[config.mk]
export PLATFORM = sky130hd
export DESIGN_NAME = mod_instr_fetch_ctrl
export DESIGN_NICKNAME = d
export VERILOG_FILES = /design/src/rtl/mod_instr_fetch_ctrl.sv
export SDC_FILE = /design/constraint.sdc
export NUM_CORES = 1
export LEC_CHECK = 0
export CAP_MARGIN = 20
export CORE_AREA = 2 2 149 151
export CTS_BUF_LIST = sky130_fd_sc_hd__clkbuf_4
export CTS_CLUSTER_SIZE = 16
export DETAILED_ROUTE_END_ITERATION = 8
export DIE_AREA = 0 0 151 153
export PLACE_DENSITY = 0.66
export SLEW_MARGIN = 0
export SYNTH_ARGS = -nofsm -noshare
export SYNTH_HDL_FRONTEND = slang
export SYNTH_SLANG_ARGS = --single-unit
[constraint.sdc]
create_clock -name clk -period 5.3 [get_ports clk]
set_input_delay 1.06 -clock clk [delete_from_list [all_inputs] [get_ports clk]]
set_output_delay 1.06 -clock clk [all_outputs]
set_load 0.02 [all_outputs]
[src/rtl/mod_instr_fetch_ctrl.sv]
// Instruction fetch controller: walks a word-addressed ROM into a small fetch queue for decode,
// with branch/jump redirect, end-of-program drain and a saturating delivered-instruction count.
module mod_instr_fetch_ctrl #(
  parameter logic [29:0] RESET_PC = 30'd0,
  parameter int          FQ_DEPTH = 2
) (
  input  logic        clk,
  input  logic        rst,
  input  logic        start,
  output logic [29:0] rom_address,
  input  logic [31:0] rom_instruction,
  input  logic        rom_mem_end,
  input  logic        redirect_valid,
  input  logic [29:0] redirect_target,
  output logic        out_valid,
  input  logic        out_ready,
  output logic [31:0] out_instruction,
  output logic [29:0] out_pc,
  output logic        halted,
  output logic [15:0] instr_count
);

  localparam int PTR_W = (FQ_DEPTH > 1) ? $clog2(FQ_DEPTH) : 1;
  localparam int CNT_W = PTR_W + 1;
  localparam logic [CNT_W-1:0] FULL_CNT  = CNT_W'(FQ_DEPTH);
  localparam logic [CNT_W-1:0] CNT_ZERO  = {CNT_W{1'b0}};
  localparam logic [CNT_W-1:0] CNT_ONE   = CNT_W'(1);
  localparam logic [PTR_W-1:0] PTR_ZERO  = {PTR_W{1'b0}};
  localparam logic [PTR_W-1:0] PTR_ONE   = PTR_W'(1);

  typedef enum logic [1:0] {
    IDLE  = 2'd0,
    FETCH = 2'd1,
    DRAIN = 2'd2,
    HALT  = 2'd3
  } state_t;

  state_t           state;
  logic [29:0]      fetch_pc;
  logic [29:0]      q_pc    [FQ_DEPTH];
  logic [31:0]      q_instr [FQ_DEPTH];
  logic [PTR_W-1:0] rd_ptr;
  logic [PTR_W-1:0] wr_ptr;
  logic [CNT_W-1:0] count;
  logic [15:0]      delivered;

  logic q_empty;
  logic q_full;
  logic pop;
  logic push;
  logic redirect_take;

  // Queue handshakes; a redirect outside IDLE flushes and blocks this cycle's push.
  always_comb begin
    q_empty       = (count == CNT_ZERO);
    q_full        = (count == FULL_CNT);
    pop           = 1'b0;
    push          = 1'b0;
    redirect_take = 1'b0;
    if (redirect_valid && (state != IDLE)) begin
      redirect_take = 1'b1;
    end else begin
      redirect_take = 1'b0;
    end
    if (!q_empty && out_ready) begin
      pop = 1'b1;
    end else begin
      pop = 1'b0;
    end
    if ((state == FETCH) && !rom_mem_end && !redirect_valid && (!q_full || pop)) begin
      push = 1'b1;
    end else begin
      push = 1'b0;
    end
  end

  // Control FSM, fetch PC, queue pointers/occupancy and delivered count.
  always_ff @(posedge clk) begin
    if (rst) begin
      state     <= IDLE;
      fetch_pc  <= RESET_PC;
      rd_ptr    <= PTR_ZERO;
      wr_ptr    <= PTR_ZERO;
      count     <= CNT_ZERO;
      delivered <= 16'd0;
    end else begin
      if (pop && (delivered != 16'hFFFF)) begin
        delivered <= delivered + 16'd1;
      end
      if (redirect_take) begin
        rd_ptr <= PTR_ZERO;
        wr_ptr <= PTR_ZERO;
        count  <= CNT_ZERO;
      end else begin
        if (push) begin
          wr_ptr <= wr_ptr + PTR_ONE;
        end
        if (pop) begin
          rd_ptr <= rd_ptr + PTR_ONE;
        end
        case ({push, pop})
          2'b10:   count <= count + CNT_ONE;
          2'b01:   count <= count - CNT_ONE;
          default: count <= count;
        endcase
      end
      if (push) begin
        fetch_pc <= fetch_pc + 30'd1;
      end
      // Redirect outranks start and end-of-memory; start only acts from IDLE/HALT.
      if (redirect_take) begin
        state    <= FETCH;
        fetch_pc <= redirect_target;
      end else begin
        case (state)
          IDLE, HALT: begin
            if (start) begin
              state     <= FETCH;
              fetch_pc  <= RESET_PC;
              delivered <= 16'd0;
            end
          end
          FETCH: begin
            if (rom_mem_end) begin
              state <= DRAIN;
            end
          end
          DRAIN: begin
            if (q_empty) begin
              state <= HALT;
            end
          end
          default: state <= IDLE;
        endcase
      end
    end
  end

  // Queue storage; cleared on reset so no stale entry can ever surface.
  always_ff @(posedge clk) begin
    if (rst) begin
      for (int i = 0; i < FQ_DEPTH; i++) begin
        q_pc[i]    <= 30'd0;
        q_instr[i] <= 32'd0;
      end
    end else if (push) begin
      q_pc[wr_ptr]    <= fetch_pc;
      q_instr[wr_ptr] <= rom_instruction;
    end
  end

  assign rom_address     = fetch_pc;
  assign out_valid       = !q_empty;
  assign out_pc          = q_empty ? 30'd0 : q_pc[rd_ptr];
  assign out_instruction = q_empty ? 32'd0 : q_instr[rd_ptr];
  assign halted          = (state == HALT);
  assign instr_count     = delivered;

endmodule

==> results of run 1 <==
logic make-up (layout without fill, tap and decap cells):
group	Yosys count	count (layout)	synth area share
AOI/OAI and AO/OA	53	53	0.03650
xor gates and xnor gates	44	44	0.04665
adders and majority gates	6	6	0.009087
buffers and inverters	53	226	0.02696
DFF	177	177	0.5791
muxes	65	65	0.07905
other	0	2	0
and+or+nand+nor	339	339	0.2226
worst reg2reg max path, stage by stage, from the launching register on:
cell	delay [ps]
dfxtp_1	370
inv_1	100
ha_1	200
or3b_1	510
or2_1	460
nor3b_4	240
or2_4	780
metrics by stage:
| stage | utilization | setup slack [ps] | power [mW] |
|---|---|---|---|
| after CTS | 0.4940 | 1293 | 3.150 |
| after global routing | 0.4942 | 1185 | 3.264 |
| after floorplan | - | 1274 | 2.058 |
| after detailed placement | 0.4800 | 1348 | 2.357 |
| after global placement | 0.4800 | 1394 | 2.351 |
| final | 0.4942 | 1388 | 3.117 |
power groups by stage:
stage                     combinational, mW  sequential, mW  clock, mW
after detailed placement              0.624            1.73          0
after floorplan                       0.320            1.74          0
final                                 0.619            1.70      0.797
after global placement                0.624            1.73          0
after global routing                  0.670            1.72      0.874
after CTS                             0.629            1.70      0.820
cell usage after synthesis, types with 3 or more instances:
cell type / count
dfxtp_1: 53
ha_1: 6
nand3_1: 13
nor2b_1: 3
and4_1: 6
or3_1: 3
clkbuf_1: 34
a211oi_1: 4
o21ai_0: 22
edfxtp_1: 124
a21oi_1: 9
nand2_1: 44
nor3_1: 16
inv_1: 11
nor3b_1: 3
nor4_1: 9
nand4_1: 9
xor2_1: 6
buf_1: 4
nor4_2: 3
and2_1: 121
xnor2_1: 38
nor2_1: 93
mux2i_1: 63
buf_6: 3
o21ai_1: 9
metal layers:
layer | up-vias | wire, µm | GRT usage
li1 | 2891 | - | -
met1 | 2717 | 8691 | 0.2218
met2 | 157 | 9468 | 0.2835
met3 | 24 | 1292 | 0.04448
met4 | 2 | 373 | 0.05518
met5 | - | 13 | 0
sequential cells by signal, summed over array words and instances (netlist names), named ones only:
signal,cells
state,2
instr_count,16
rom_address,30
count,2
q_pc,60
wr_ptr,1
rd_ptr,1
q_instr,64
cell type report:
cell class / instances / area [µm²]
fill: 1975 / 10870
sequential: 177 / 4788
multi-input combinational: 507 / 3291
timing repair buffer: 183 / 1842
tap: 280 / 350.3
clock inverter: 15 / 173.9
clock buffer: 17 / 127.6
inverter: 11 / 41.29
antenna: 2 / 5.005
path summary, 6_finish.rpt:
kind	slack (ps)	to
setup / recovery	1390	out_pc[14]
hold / removal	540	rd_ptr
setup reg to reg	2250	q_instr[1][14]
hold reg to reg	540	rd_ptr
==> metrics.md, run 1 <==
| Metric | Value |
|---|---|
| Die width | 151 µm |
| Final Cycle Share | 0.7381 |
| CP bufs+invs | 2 |
| Vias per Instance | 4.858 |
| Seq pwr share | 0.545 |
| First-pass DRT Iterations | 7 |
| DRC | 0 |
| Hold Slack | 543.4 ps |
| Clock share of power | 0.256 |
| Fin Clk Skew | 24.08 ps |
| # setup viols final | 0 |
| Clock latency on the worst-skew pair | 560 ps |
| Critical path depth in cells | 4 |
| Overall routing resource usage | 0.1723 |
| RSZ-0062 raised after global routing | false |
| Clock Path Buffers | 2 |
| GR Overflow Total | 0 |
| Finished Layout Cells | 1192 |
| Maximum fanout along the worst path | 47 |
| Peak supply drop | 0.0001870 V |
| Vias | 5791 |
| Cell area after placement | 0.01031 mm² |
| Syn avg cell area | 11.21 µm² |
| Max Slew Vio Count | 0 |
| Post-CTS Hold Fix Bufs | 0 |
| Hold Path Stages | 2 |
| Maxcap violations | 0 |
| Outcome | completed |
| Relative slew slack | 0.3176 |
| Crit-path cells | buf_4 > mux2i_1 > nor2_1 > clkdlybuf4s50_1 |
| Die Span Y | 153 µm |
| Leading cell types in the layout, fill and taps excluded | 177 x clkdlybuf4s50_1, 124 x edfxtp_1, 121 x and2_1, 91 x nor2_1, 63 x mux2i_1 |
| Slew at the pin closest to its max-slew limit | 1024 ps |
| Post-Syn Area | 0.008262 mm² |
| YS warnings | 0 |
| Commonest non-fill, non-tap cell in the layout | clkdlybuf4s50_1 |
| Fin area | 0.01062 mm² |
| Logic pwr share | 0.199 |
| Number of synthesized flops with an enable pin | 124 |
| Clk slew on worst S/H paths | 140 ps |
| Largest cells by area after synthesis | edfxtp_1 45%, dfxtp_1 13%, and2_1 9.2% |
| Cell count after synthesis | 737 |
| Initial Util | 0.3845 |
| Required time of the critical path | 4240 ps |
| Die ar. | 0.02310 mm² |
| Yosys reg bits | 177 |
| Critical Path Sink Type | output pin |
| Total CTS buffers | 17 |
| Worst hold path class | reg2reg |
| Highest clock rate | 255.6 MHz |
| Lkg Pwr | 3.473 nW |
| Top_reg_cell synth | edfxtp_1 |
| Internal cell power | 2.165 mW |
| Hold Fails Final Rpt | 0 |
| Std-Cell Rows | 54 |
| CTS resizes | 0 |
| Startpoint Class | register |
| Synth area leader | edfxtp_1 |
| Hold Path Origin | rd_ptr |
| Worst path max stage delay | 970 ps |
| Antenna violations before repair | 2 |
| Final nets | 971 |
| Syn Nets | 811 |
| Minimum clock period | 3912 ps |
| Final wirelength | 19840 µm |
| Largest net degree at the start of global routing | 63 |
| Starting DRT DRC Count | 395 |
| CP Data Arrival Time | 2850 ps |
| GP Congestion | 0.8201 |
| Pwr/cell area | 293.5 mW/mm² |
| Global-route wire length before repair | 30670 µm |
| # port buffers | 177 |
| Core ar. | 0.02149 mm² |
| Setup TNS | 0 ps |
| Yosys cell types | 49 |
| Top-area cell type share of the netlist area | 0.4507 |
| Worst path slowest cell | dfxtp_4 |
| ANT nets after route | 0 |
| Switch share | 0.3056 |
| HPWL after DPL | 13100 µm |
| Seq/Total Area, Yosys | 0.5791 |
| Crit path max-delay family | flip-flops |
| Placed Cells | 1158 |
| R2R cell count | 6 |
| Top-level I/O count | 178 |
| Buffer count from post-CTS setup fixing | 0 |
| Layout cells sized above 1 | 0.06154 |
| R2r startpoint | state[1] |
| Sw Pwr | 952.4 µW |
| Wirelength per Cell | 16.64 µm |
| Layout area overhead | 28.53% |
| Asr flop ratio synth | 0 |
| Vias in the first global route | 5624 |
| Clk root buf | clkbuf_4 |
| H-tree levels | 4 |
| CTS tree | built |
| Crit Path Category | reg2out |
| Clock Sinks | 177 |
Note: power is estimated with default switching activity, not from simulation.
==> run 2, diff against run 1 <==
- clock period: 5.3 -> 3.21 ns (I/O delays scaled with it)
==> metrics.md, run 2 (synthesized netlist as in run 1, its figures left out) <==
| Metric | Value |
|---|---|
| Max FFs per register | 64 |
| GR Overflow Total | 0 |
| Vias in the first global route | 5808 |
| Maximum fanout along the worst path | 32 |
| Commonest non-fill, non-tap cell in the layout | clkdlybuf4s50_1 |
| Std-Cell Rows | 54 |
| Final core area utilization | 0.5041 |
| Crit Path Category | reg2out |
| Biggest register | q_instr |
| Highest clock rate | 336.0 MHz |
| Minimum clock period | 2976 ps |
| ANT nets after route | 0 |
| Reg-to-reg setup timing slack | 620 ps |
| Wirelength per Cell | 16.81 µm |
| Internal cell power | 3.610 mW |
| Hold Slack | 534.7 ps |
| Final nets | 990 |
| Clock latency on the worst-skew pair | 570 ps |
| Die width | 151 µm |
| CTS tree | built |
| Core ar. | 0.02149 mm² |
| CP Data Arrival Time | 2330 ps |
| Fin Clk Skew | 26.31 ps |
| Vias per Instance | 4.837 |
| Peak supply drop | 0.0003229 V |
| Clock Sinks | 177 |
| First-pass DRT Iterations | 4 |
| Critical Path Sink Type | output pin |
| Lkg Pwr | 3.580 nW |
| Starting DRT DRC Count | 279 |
| Hold Path Origin | rd_ptr |
| # setup viols final | 0 |
| Top-level I/O count | 178 |
| Crit-path cells | buf_12 > mux2i_1 > nor2_1 > clkdlybuf4s50_1 |
| R2r startpoint | state[1] |
| Outcome | completed |
| Pwr/cell area | 482.3 mW/mm² |
| Total CTS buffers | 17 |
| Startpoint Class | register |
| FF-to-FF End | rom_address[29] |
| Hold Path Stages | 2 |
| Leading cell types in the layout, fill and taps excluded | 177 x clkdlybuf4s50_1, 124 x edfxtp_1, 121 x and2_1, 91 x nor2_1, 63 x mux2i_1 |
| Largest net degree at the start of global routing | 63 |
| Slew at the pin closest to its max-slew limit | 991.5 ps |
| Antenna violations before repair | 2 |
| RSZ-0062 raised after global routing | false |
| Relative slew slack | 0.3390 |
| Seq pwr share | 0.534 |
| Worst path slowest cell | dfxtp_4 |
| GP Congestion | 0.7845 |
| Worst hold path class | reg2reg |
| Worst path max stage delay | 560 ps |
| Switch share | 0.3090 |
| Setup TNS | 0 ps |
| Logic pwr share | 0.205 |
| Worst setup margin | 234.2 ps |
| Sw Pwr | 1.614 mW |
| Clock share of power | 0.261 |
| Overall routing resource usage | 0.1797 |
| Layout cells sized above 1 | 0.08073 |
| Die ar. | 0.02310 mm² |
| Post-CTS Hold Fix Bufs | 0 |
| Cell area after placement | 0.01046 mm² |
| Clock Path Buffers | 2 |
| Global-route wire length before repair | 31910 µm |
| Initial Util | 0.3845 |
| Die Span Y | 153 µm |
| HPWL after DPL | 13400 µm |
| # port buffers | 177 |
| Fin area | 0.01083 mm² |
| Maxcap violations | 0 |
| Clk slew on worst S/H paths | 160 ps |
| Filler Cell Count | 1981 |
| Required time of the critical path | 2570 ps |
| Final Cycle Share | 0.9270 |
| Final wirelength | 20360 µm |
| Layout area overhead | 31.09% |
| Clk root buf | clkbuf_4 |
| Pre-CTS setup slack | 169.2 ps |
| Max Slew Vio Count | 0 |
| Vias | 5858 |
| DRC | 0 |
| Hold Fails Final Rpt | 0 |
| R2R cell count | 7 |
| H-tree levels | 4 |
[run 2: changes by cell type in the layout (fill, tap and decap cells not counted), sizes merged]
cell,delta
buf,+18
clkinvlp,+1
inv,-1
nor2,+1
[run 2: layout make-up]
class	count	area [µm²]	area share
Sequential cell	177	4788	0.4421
Multi-Input combinational cell	508	3302	0.3049
Timing Repair Buffer	201	2022	0.1867
Tap cell	280	350.3	0.03235
Clock inverter	15	193.9	0.01791
Clock buffer	17	127.6	0.01178
Inverter	11	41.29	0.003812
Antenna cell	2	5.005	0.0004621
[run 2: power groups by stage]
stage	Combinational [mW]	Clock (mW)	Sequential (mW)
floorplan	0.530	0	2.87
global placement	1.06	0	2.84
detailed placement	1.06	0	2.85
CTS	1.09	1.40	2.79
global route	1.17	1.50	2.82
finish	1.07	1.36	2.79
[run 2: worst max-delay path: cells and delay by family (launching register included)]
family	cells	cell delay, ps
buf+inv	2	830
flops	1	560
mux	1	310
simple gates	1	60
[run 2: metrics by stage]
step | std cells | total power, mW
global route | 1211 | 5.488
floorplan | 737 | 3.399
global placement | 1172 | 3.903
detailed placement | 1172 | 3.910
CTS | 1209 | 5.285
finish | 1211 | 5.224
[run 2: worst max-delay path by stage]
stage / start / end / slack (ps) / cells after the start
after global placement: redirect_valid / rom_address[29] / 250 / 6
after detailed placement: redirect_valid / rom_address[29] / 170 / 6
after global routing: register / out_pc[15] / 70 / 4
after CTS: register / out_pc[18] / 150 / 4
after floorplan: redirect_valid / q_instr[1][0] / 60 / 6
final: register / out_pc[18] / 230 / 4
[run 2: routing by layer]
| layer | share of wire | track usage | vias to the layer above |
|---|---|---|---|
| met1 | 0.45 | 0.2312 | 2780 |
| met4 | 0.015 | 0.04628 | 0 |
| li1 | - | - | 2919 |
| met2 | 0.48 | 0.3026 | 139 |
| met5 | 0 | 0 | - |
| met3 | 0.059 | 0.04418 | 20 |
[run 2: timing repair]
action / CTS / global route
buffers inserted: 4 / 0
resized for setup: 1 / 0
setup endpoints to repair: 39 / 0
==> run 3, diff against run 2 <==
- CELL_PAD_IN_SITES_DETAIL_PLACEMENT: unset -> 0
- CELL_PAD_IN_SITES_GLOBAL_PLACEMENT: unset -> 1
- CORE_AREA: 2 2 149 151 -> 2 2 153 155
- DIE_AREA: 0 0 151 153 -> 0 0 155 157
- PLACE_DENSITY: 0.66 -> unset
- PLACE_DENSITY_LB_ADDON: unset -> 0.1
==> metrics.md, run 3 (synthesized netlist as in run 1, its figures left out) <==
| Metric | Value |
|---|---|
| Peak supply drop | 0.0002831 V |
| Max Slew Vio Count | 0 |
| Maximum fanout along the worst path | 44 |
| Vias | 5831 |
| Largest net degree at the start of global routing | 63 |
| Post-CTS Hold Fix Bufs | 0 |
| Initial Util | 0.3671 |
| Final Cycle Share | 0.9244 |
| GP Congestion | 0.7929 |
| Final core area utilization | 0.4789 |
| Vias per Instance | 4.827 |
| Relative slew slack | 0.3306 |
| Hold Path Origin | rd_ptr |
| Lkg Pwr | 3.561 nW |
| First-pass DRT Iterations | 6 |
| Total CTS buffers | 17 |
| Core ar. | 0.02250 mm² |
| # port buffers | 177 |
| GR Overflow Total | 0 |
| Minimum clock period | 2967 ps |
| Highest clock rate | 337.0 MHz |
| Sw Pwr | 1.599 mW |
| Worst hold path class | reg2reg |
| Layout area overhead | 30.44% |
| Outcome | completed |
| CP bufs+invs | 2 |
| Layout cells sized above 1 | 0.07375 |
| Biggest register | q_instr |
| Hold Fails Final Rpt | 0 |
| Clock share of power | 0.258 |
| Clk slew on worst S/H paths | 150 ps |
| Pwr/cell area | 483.2 mW/mm² |
| Die width | 155 µm |
| RSZ-0062 raised after global routing | false |
| Overall routing resource usage | 0.1766 |
| Logic pwr share | 0.205 |
| Internal cell power | 3.608 mW |
| Required time of the critical path | 2570 ps |
| Vias in the first global route | 5985 |
| Crit Path Category | reg2out |
| Hold Slack | 543.2 ps |
| FF-to-FF End | q_pc[1][18] |
| Clock Path Buffers | 2 |
| Slew at the pin closest to its max-slew limit | 1004 ps |
| Std-Cell Rows | 55 |
| Commonest non-fill, non-tap cell in the layout | clkdlybuf4s50_1 |
| Crit path max-delay family | buffers and inverters |
| Global-route wire length before repair | 32910 µm |
| Reg-to-reg setup timing slack | 660 ps |
| Critical Path Sink Type | output pin |
| HPWL after DPL | 14030 µm |
| Starting DRT DRC Count | 189 |
| Top-level I/O count | 178 |
| Max FFs per register | 64 |
| R2R cell count | 7 |
| DRC | 0 |
| Antenna violations before repair | 1 |
| Hold Path Stages | 2 |
| CP Data Arrival Time | 2330 ps |
| Worst Hold Endpoint | rd_ptr |
| Fin Clk Skew | 29.22 ps |
| Final nets | 983 |
| Leading cell types in the layout, fill and taps excluded | 177 x clkdlybuf4s50_1, 124 x edfxtp_1, 121 x and2_1, 91 x nor2_1, 63 x mux2i_1 |
| R2r startpoint | state[1] |
| H-tree levels | 4 |
| Setup TNS | 0 ps |
| Die Span Y | 157 µm |
| Die ar. | 0.02434 mm² |
| CTS tree | built |
| Final wirelength | 20990 µm |
| Clock Sinks | 177 |
| Crit-path cells | nor2_4 > buf_4 > nor2_1 > clkdlybuf4s50_1 |
| Critical path depth in cells | 4 |
| # setup viols final | 0 |
| Wirelength per Cell | 17.38 µm |
| CTS resizes | 0 |
| Clock latency on the worst-skew pair | 570 ps |
| Startpoint Class | register |
| Worst path max stage delay | 640 ps |
| Worst path slowest cell | clkdlybuf4s50_1 |
| Buffer count from post-CTS setup fixing | 2 |
| Switch share | 0.3071 |
| Maxcap violations | 0 |
| ANT nets after route | 0 |
| Seq pwr share | 0.537 |
| Clk root buf | clkbuf_4 |
-- run 3: area by class of cell --
class / instances / area (µm²)
fill: 2074 / 11730
sequential: 177 / 4788
multi-input combinational: 507 / 3291
timing repair buffer: 195 / 1994
tap: 285 / 356.6
clock inverter: 14 / 167.7
clock buffer: 18 / 135.1
inverter: 11 / 41.29
antenna: 1 / 2.502
-- run 3: tightest hold or removal path: stages, from the launching register on --
cell,delay [ps]
dfxtp_1,350
xnor2_1,90
nor2_1,80
-- run 3: stage by stage --
step	area, µm²	instances	total power, mW	setup slack, ps
after floorplan	8273	737	3.399	62.84
after global placement	10460	1173	3.911	230.8
after detailed placement	10460	1173	3.935	209.1
after CTS	10770	1207	5.281	142.9
after global routing	10780	1208	5.475	37.43
final	10780	1208	5.207	242.7
-- run 3: how the worst max path moves through the flow --
stage / start / endpoint / slack [ps]
6_report: count[0] / out_pc[0] / 240
5_1_grt: count[0] / out_pc[12] / 40
4_1_cts: count[0] / out_pc[0] / 140
3_5_place_dp: redirect_valid / q_pc[1][18] / 210
3_3_place_gp: redirect_valid / rom_address[29] / 230
2_1_floorplan: redirect_valid / q_instr[1][0] / 60
-- run 3: power by group through the flow --
stage / logic, mW / clock network, mW / registers, mW
floorplan: 0.530 / 0 / 2.87
global placement: 1.06 / 0 / 2.85
detailed placement: 1.08 / 0 / 2.85
CTS: 1.09 / 1.39 / 2.80
global route: 1.17 / 1.48 / 2.83
finish: 1.07 / 1.34 / 2.80
-- run 3: layer usage --
layer | up-vias | routed length [µm] | GRT usage
met4 | 0 | 262 | 0.04365
met2 | 136 | 10260 | 0.3020
met5 | - | 0 | 0
met1 | 2772 | 9651 | 0.2288
met3 | 14 | 822 | 0.03855
li1 | 2909 | - | -
